===== config.mk =====
export PLATFORM = sky130hd
export DESIGN_NAME = io_bus_ctrl
export DESIGN_NICKNAME = d
export VERILOG_FILES = /design/src/rtl/io_bus_pkg.sv /design/src/rtl/io_bus_ctrl_tx_fifo.sv /design/src/rtl/io_bus_ctrl.sv
export SDC_FILE = /design/constraint.sdc
export NUM_CORES = 1
export LEC_CHECK = 0
export ABC_AREA = 0
export BUFFER_PORTS_ARGS = -buffer_cell sky130_fd_sc_hd__buf_4
export CAP_MARGIN = 20
export CORE_ASPECT_RATIO = 1.2
export CORE_MARGIN = 4
export CORE_UTILIZATION = 54
export DETAILED_ROUTE_END_ITERATION = 8
export PLACE_DENSITY = 0.86
export SYNTH_ARGS = -nofsm -noshare
export SYNTH_HDL_FRONTEND = slang
export SYNTH_SLANG_ARGS = --single-unit

===== constraint.sdc =====
create_clock -name clk -period 4.1 [get_ports clk]
set_input_delay 0 -clock clk [delete_from_list [all_inputs] [get_ports clk]]
set_output_delay 0 -clock clk [all_outputs]
set_load 0.02 [all_outputs]

===== src/rtl/io_bus_pkg.sv =====
// Shared constants for the io_bus_ctrl I/O page: register offsets, STATUS
// bit positions and reset values.
package io_bus_pkg;

  localparam logic [15:0] IO_BASE_DEFAULT = 16'hFF00;
  localparam logic [15:0] TIMER_CMP_RST   = 16'hFFFF;

  localparam logic [2:0] GPIO_OUT_OFS   = 3'd0;
  localparam logic [2:0] GPIO_IN_OFS    = 3'd1;
  localparam logic [2:0] TX_DATA_OFS    = 3'd2;
  localparam logic [2:0] STATUS_OFS     = 3'd3;
  localparam logic [2:0] TIMER_CNT_OFS  = 3'd4;
  localparam logic [2:0] TIMER_CMP_OFS  = 3'd5;
  localparam logic [2:0] TIMER_CTRL_OFS = 3'd6;

  localparam int STAT_FULL_BIT  = 0;
  localparam int STAT_EMPTY_BIT = 1;
  localparam int STAT_CNT_LSB   = 2;
  localparam int STAT_OVF_BIT   = 7;
  localparam int STAT_TFLAG_BIT = 8;

  function automatic logic [15:0] pack_status(input logic       full,
                                              input logic       empty,
                                              input logic [4:0] count,
                                              input logic       ovf,
                                              input logic       tflag);
    logic [15:0] s;
    s                                  = '0;
    s[STAT_FULL_BIT]                   = full;
    s[STAT_EMPTY_BIT]                  = empty;
    s[STAT_CNT_LSB +: 5]               = count;
    s[STAT_OVF_BIT]                    = ovf;
    s[STAT_TFLAG_BIT]                  = tflag;
    return s;
  endfunction

endpackage


===== src/rtl/io_bus_ctrl_tx_fifo.sv =====
// Byte-wide transmit FIFO (power-of-two DEPTH, 2..16) with same-cycle
// push/pop on a full FIFO and a pulse for pushes that were dropped.
module tx_fifo #(
  parameter int DEPTH = 4
) (
  input  logic       clk,
  input  logic       reset,
  input  logic       push,
  input  logic [7:0] push_data,
  input  logic       pop,
  output logic [7:0] head,
  output logic       full,
  output logic       empty,
  output logic [4:0] count,
  output logic       dropped
);

  localparam int AW = $clog2(DEPTH);
  localparam logic [AW:0] FULL_CNT = (AW+1)'(DEPTH);

  logic [7:0]    mem [DEPTH];
  logic [AW-1:0] wr_ptr, rd_ptr;
  logic [AW:0]   cnt;
  logic          do_pop, do_push;

  assign empty   = (cnt == '0);
  assign full    = (cnt == FULL_CNT);
  assign do_pop  = pop && !empty;
  assign do_push = push && (!full || do_pop);
  assign dropped = push && !do_push;
  assign count   = 5'(cnt);
  assign head    = empty ? 8'h00 : mem[rd_ptr];

  always_ff @(posedge clk) begin
    if (reset) begin
      wr_ptr <= '0;
      rd_ptr <= '0;
      cnt    <= '0;
    end else begin
      if (do_push) wr_ptr <= wr_ptr + AW'(1);
      if (do_pop)  rd_ptr <= rd_ptr + AW'(1);
      cnt <= cnt + (AW+1)'(do_push) - (AW+1)'(do_pop);
    end
  end

  // NOTE: storage has no reset; occupancy is tracked by cnt, so stale bytes are never observed.
  always_ff @(posedge clk) begin
    if (do_push) mem[wr_ptr] <= push_data;
  end

endmodule


===== src/rtl/io_bus_ctrl.sv =====
// Memory-mapped bus controller: RAM passthrough plus an I/O page with GPIO,
// a transmit FIFO and (when IO_TIMER_EN is defined) a compare timer with irq.
module io_bus_ctrl
  import io_bus_pkg::*;
#(
  parameter int          TX_DEPTH = 4,
  parameter logic [15:0] IO_BASE  = IO_BASE_DEFAULT
) (
  input  logic        clk,
  input  logic        reset,
  input  logic [15:0] address,
  input  logic [15:0] D_out,
  input  logic        mw_en,
  output logic [15:0] D_in,
  output logic        ram_we,
  input  logic [15:0] ram_rdata,
  input  logic [15:0] gpio_in,
  output logic [15:0] gpio_out,
  output logic [7:0]  tx_data,
  output logic        tx_valid,
  input  logic        tx_ready,
  output logic        irq
);

  logic        is_io, reg_hit, io_we, stat_we;
  logic [2:0]  ofs;
  logic [15:0] gpio_in_q, io_rdata;
  logic        ovf, fifo_full, fifo_empty, fifo_drop;
  logic [4:0]  fifo_count;
  logic [15:0] tmr_cnt, tmr_cmp;
  logic        tmr_en, timer_flag;

  // Only the first eight words of the page hold registers; the rest read as 0.
  assign is_io   = (address[15:8] == IO_BASE[15:8]);
  assign reg_hit = is_io && (address[7:3] == 5'd0);
  assign ofs     = address[2:0];
  assign io_we   = mw_en && reg_hit;
  assign stat_we = io_we && (ofs == STATUS_OFS);
  assign ram_we  = mw_en && !is_io;

  tx_fifo #(.DEPTH(TX_DEPTH)) u_tx_fifo (
    .clk       (clk),
    .reset     (reset),
    .push      (io_we && (ofs == TX_DATA_OFS)),
    .push_data (D_out[7:0]),
    .pop       (tx_ready),
    .head      (tx_data),
    .full      (fifo_full),
    .empty     (fifo_empty),
    .count     (fifo_count),
    .dropped   (fifo_drop)
  );

  assign tx_valid = !fifo_empty;

  // NOTE: sequential state uses non-blocking assignments so every flop sees pre-edge values.
  always_ff @(posedge clk) begin
    if (reset) begin
      gpio_out  <= '0;
      gpio_in_q <= '0;
      ovf       <= 1'b0;
    end else begin
      gpio_in_q <= gpio_in;
      if (io_we && (ofs == GPIO_OUT_OFS)) gpio_out <= D_out;
      if (fifo_drop)                          ovf <= 1'b1;
      else if (stat_we && D_out[STAT_OVF_BIT]) ovf <= 1'b0;
    end
  end

`ifdef IO_TIMER_EN
  logic tmr_hit;
  assign tmr_hit = tmr_en && (tmr_cnt == tmr_cmp);

  always_ff @(posedge clk) begin
    if (reset) begin
      tmr_cnt    <= '0;
      tmr_cmp    <= TIMER_CMP_RST;
      tmr_en     <= 1'b0;
      timer_flag <= 1'b0;
    end else begin
      if (io_we && (ofs == TIMER_CNT_OFS)) tmr_cnt <= D_out;
      else if (tmr_en)                     tmr_cnt <= tmr_hit ? 16'd0 : tmr_cnt + 16'd1;
      if (io_we && (ofs == TIMER_CMP_OFS))  tmr_cmp <= D_out;
      if (io_we && (ofs == TIMER_CTRL_OFS)) tmr_en  <= D_out[0];
      // A set in the same cycle as a W1C clear wins.
      if (tmr_hit)                               timer_flag <= 1'b1;
      else if (stat_we && D_out[STAT_TFLAG_BIT]) timer_flag <= 1'b0;
    end
  end
`else
  assign tmr_cnt    = '0;
  assign tmr_cmp    = '0;
  assign tmr_en     = 1'b0;
  assign timer_flag = 1'b0;
`endif

  assign irq = timer_flag;

  // NOTE: default assigned first so no path through the case can infer a latch.
  always_comb begin
    io_rdata = '0;
    if (reg_hit) begin
      case (ofs)
        GPIO_OUT_OFS:   io_rdata = gpio_out;
        GPIO_IN_OFS:    io_rdata = gpio_in_q;
        STATUS_OFS:     io_rdata = pack_status(fifo_full, fifo_empty, fifo_count, ovf, timer_flag);
        TIMER_CNT_OFS:  io_rdata = tmr_cnt;
        TIMER_CMP_OFS:  io_rdata = tmr_cmp;
        TIMER_CTRL_OFS: io_rdata = {15'd0, tmr_en};
        default:        io_rdata = '0;
      endcase
    end
  end

  assign D_in = is_io ? io_rdata : ram_rdata;

endmodule


==> metrics.csv <==
stage,metric,value,unit
yosys,synthAdderAreaFrac,2.91,%
routing,vias,2820,
grt,grt_pass1_vias,3011,
power,p_leak,1.89,nW
yosys,syn_area,3270,um2
yosys,ys_seq_elements,74,
outcome,status,finished clean,
final_layout,drive_above_1_share,33.1,%
timing,clock-skew-final,0.00610,ns
yosys,synth_top_family_by_area,simple AND/OR/NAND/NOR gates,
critical_path,cp.arrival,2.84,ns
yosys,synth.avg_cell_area,11.1,um2
timing,finalMaxSlewViolations,0,
power,power.density,442,nW/um2
timing,rsz0062_at_grt,no,
routing,drc_errors,0,
critical_path,worstSetupStartpointType,flip-flop,
critical_path,worst-path-buf-inv,1,
grt,grt_max_degree,42,
die,initial_utilization,56.6,%
routing,wirelength,9000,um
grt,grt-ovfl-total,0,
timing,setup_violations,0,
timing,worstMarginPinSlew,1.04,ns
timing,fin_tns_setup,0,ns
timing,layout_min_cycle_time,2.61,ns
final_layout,diodes,0,
grt,grt_pass1_wl,14400,um
critical_path,critPathKind,reg2reg,
critical_path,crit_fanout,12,
power,irDropWorstVdd,0.331,mV
yosys,syn_nets,369,
yosys,yosysSeqAreaShare,55.1,%
timing,max_freq,383,MHz
timing,layout_setup_ws,1.49,ns
routing,drt_iter0_drc,151,
yosys,synth_simple_gate_area_share,16.2,%
final_layout,nets,502,
final_layout,seq_area,1800,um2
clocking,post_cts_buffers,0,
critical_path,end_kind,flip-flop,
yosys,async_reset_ff_share,0,%
place,dp_hpwl,5710,um
critical_path,crit_chain,or3_1 -> and2_1 -> ha_1 -> inv_1 -> ha_1 -> fa_1 -> xnor2_1 -> xnor2_1 -> nor2_1,
critical_path,critPathTopFamily,simple AND/OR/NAND/NOR gates,
yosys,synth.area.mux_share,9.61,%
clocking,cts_sinks,74,
clocking,tritoncts,yes,
routing,drt-pass1-iter-count,4,
final_layout,final_common_cell,buf_4,
die,ios,111,
yosys,synth.distinct_cells,43,
routing,via_per_inst,5.51,
clocking,numCtsBuffers,9,
place,io_buffers,109,
yosys,ys_warn_count,0,
hold_path,hold_path.class,in2reg,
die,die_h,93.2,um
yosys,synth_xor_area_share,1.07,%
final_layout,finish.utilization,80.2,%
final_layout,multiInputGateArea,1320,um2
place,finalWeightedCongestion,0.791,
clocking,cts_buffer_depth,2,
critical_path,critPathRequiredTime,4.33,ns
place,place_ws,1.52,ns
yosys,synth_edf_count,32,
critical_path,cpPeakStageDelay,0.55,ns
timing,hold_violations,0,
final_layout,n_fill_cell,358,
yosys,synthCells,294,
die,dieArea,7370,um2
timing,slew_headroom,30.1,%
die,dieWidth,79.0,um
final_layout,syn2layout_area_growth,41.8,%
place,place_area,4080,um2
clocking,cts_resized,0,
routing,avgRoutedWirePerCell,17.6,um
final_layout,mostFrequentLayoutCells,"buf_4 (109), dfxtp_1 (42), dlygate4sd3_1 (32), edfxtp_1 (32), nand3_1 (20)",
yosys,synth_compound_area_share,10.5,%
job,cap_violations,0,
clocking,cts-root-buf,clkbuf_8,
clocking,cts.reportedPaths.clkPinSlew,0.07,ns
final_layout,stdcell_area,4640,um2
timing,fin_crit_sh,63.8,%
routing,final_antenna_net_count,0,
clocking,insertion_delay,0.35,ns
grt,gr-usage-all-layers,25.6,%
yosys,synthFlopType,dfxtp_1,
grt,antenna_found_initial,0,
critical_path,critPathSlowestCell,or3_1,
die,fp-row-count,30,
clocking,htree_num_levels,3,
die,core_area,5780,um2
## per-stage QoR
| step | cells | hold slack [ns] | power (mW) |
|---|---|---|---|
| after floorplan | 294 | 0.0716 | 1.17 |
| after CTS | 512 | 0.0449 | 2.05 |
| final | 512 | 0.0560 | 2.05 |
| after global routing | 512 | 0.0648 | 2.14 |
| after detailed placement | 464 | 0.214 | 1.37 |
| after global placement | 464 | 0.209 | 1.35 |
## synthesized netlist by cell type, types with 2 or more instances
master / instances / share of area [%]
or3_1: 2 / 0.38
nor3_1: 2 / 0.31
or2_2: 2 / 0.38
edfxtp_1: 32 / 29
buf_6: 2 / 0.69
and2_1: 10 / 1.9
and3_1: 4 / 0.77
nor2b_1: 18 / 3.4
nand3_1: 20 / 3.1
nand4_1: 3 / 0.57
nor2_1: 7 / 0.80
xnor2_1: 3 / 0.80
mux4_2: 8 / 5.5
o21ai_0: 19 / 2.9
mux2_2: 3 / 1.0
mux2i_1: 10 / 3.1
dfxtp_1: 42 / 26
nand2_1: 18 / 2.1
clkbuf_1: 12 / 1.4
o21ai_1: 18 / 2.8
inv_1: 9 / 1.0
a21oi_1: 19 / 2.9
a22oi_1: 6 / 1.4
ha_1: 6 / 2.3
## state kept, by name (all words and copies together) (netlist names), named ones only
register / cells
gpio_out: 16
gpio_in_q: 16
u_tx_fifo.cnt: 3
u_tx_fifo.wr_ptr: 2
u_tx_fifo.mem: 32
ovf: 1
u_tx_fifo.rd_ptr: 2
## cell type report
class	count	area share, %
multi-input combinational	192	28.5
sequential	74	38.9
clock inverter	7	2.54
clock buffer	9	2.67
timing repair buffer	141	24.6
inverter	9	0.729
tap	80	2.16
## repair_timing
item                                    in CTS  in global routing
hold endpoints to repair                    64                  0
endpoints found under the setup margin       0                  0
hold buffers                                32                  0
## power breakdown
group	internal (mW)	total (mW)	switching, mW
Combinational	0.279	0.527	0.248
Clock	0.404	0.674	0.271
Sequential	0.802	0.850	0.0484
Total	1.48	2.05	0.566
## worst reg2reg max path, stage by stage, from the launching register on
cell	delay (ns)
dfxtp_1	0.37
or3_1	0.55
and2_1	0.26
ha_1	0.28
inv_1	0.04
ha_1	0.19
fa_1	0.39
xnor2_1	0.20
xnor2_1	0.15
nor2_1	0.06
## layer usage
layer / GRT usage (%) / up-vias / wire length, um
li1: - / 1319 / -
met1: 28.3 / 1352 / 3280
met2: 45.7 / 128 / 4940
met3: 6.17 / 21 / 550
met4: 12.0 / 0 / 221
met5: 0 / - / 0
## kinds of logic (layout without fill, tap and decap cells)
kind of cell    Yosys count  after routing
mux                      21             21
other cells               1              1
simple gates             95             95
fa+ha+maj                 7              7
buf+inv                  28            166
compound gates           64             64
xor+xnor                  4              4
flops                    74             74
## worst paths after layout
check | startpoint | to | cells past startpoint | slack [ns]
max | u_tx_fifo.cnt[1] | u_tx_fifo.cnt[2] | 9 | 1.49
min | tx_ready | ovf | 4 | 0.06
max reg2reg | u_tx_fifo.cnt[1] | u_tx_fifo.cnt[2] | 9 | 1.49
min reg2reg | gpio_out[5] | gpio_out[5] | 2 | 0.51
(Power assumes the default switching activity.)
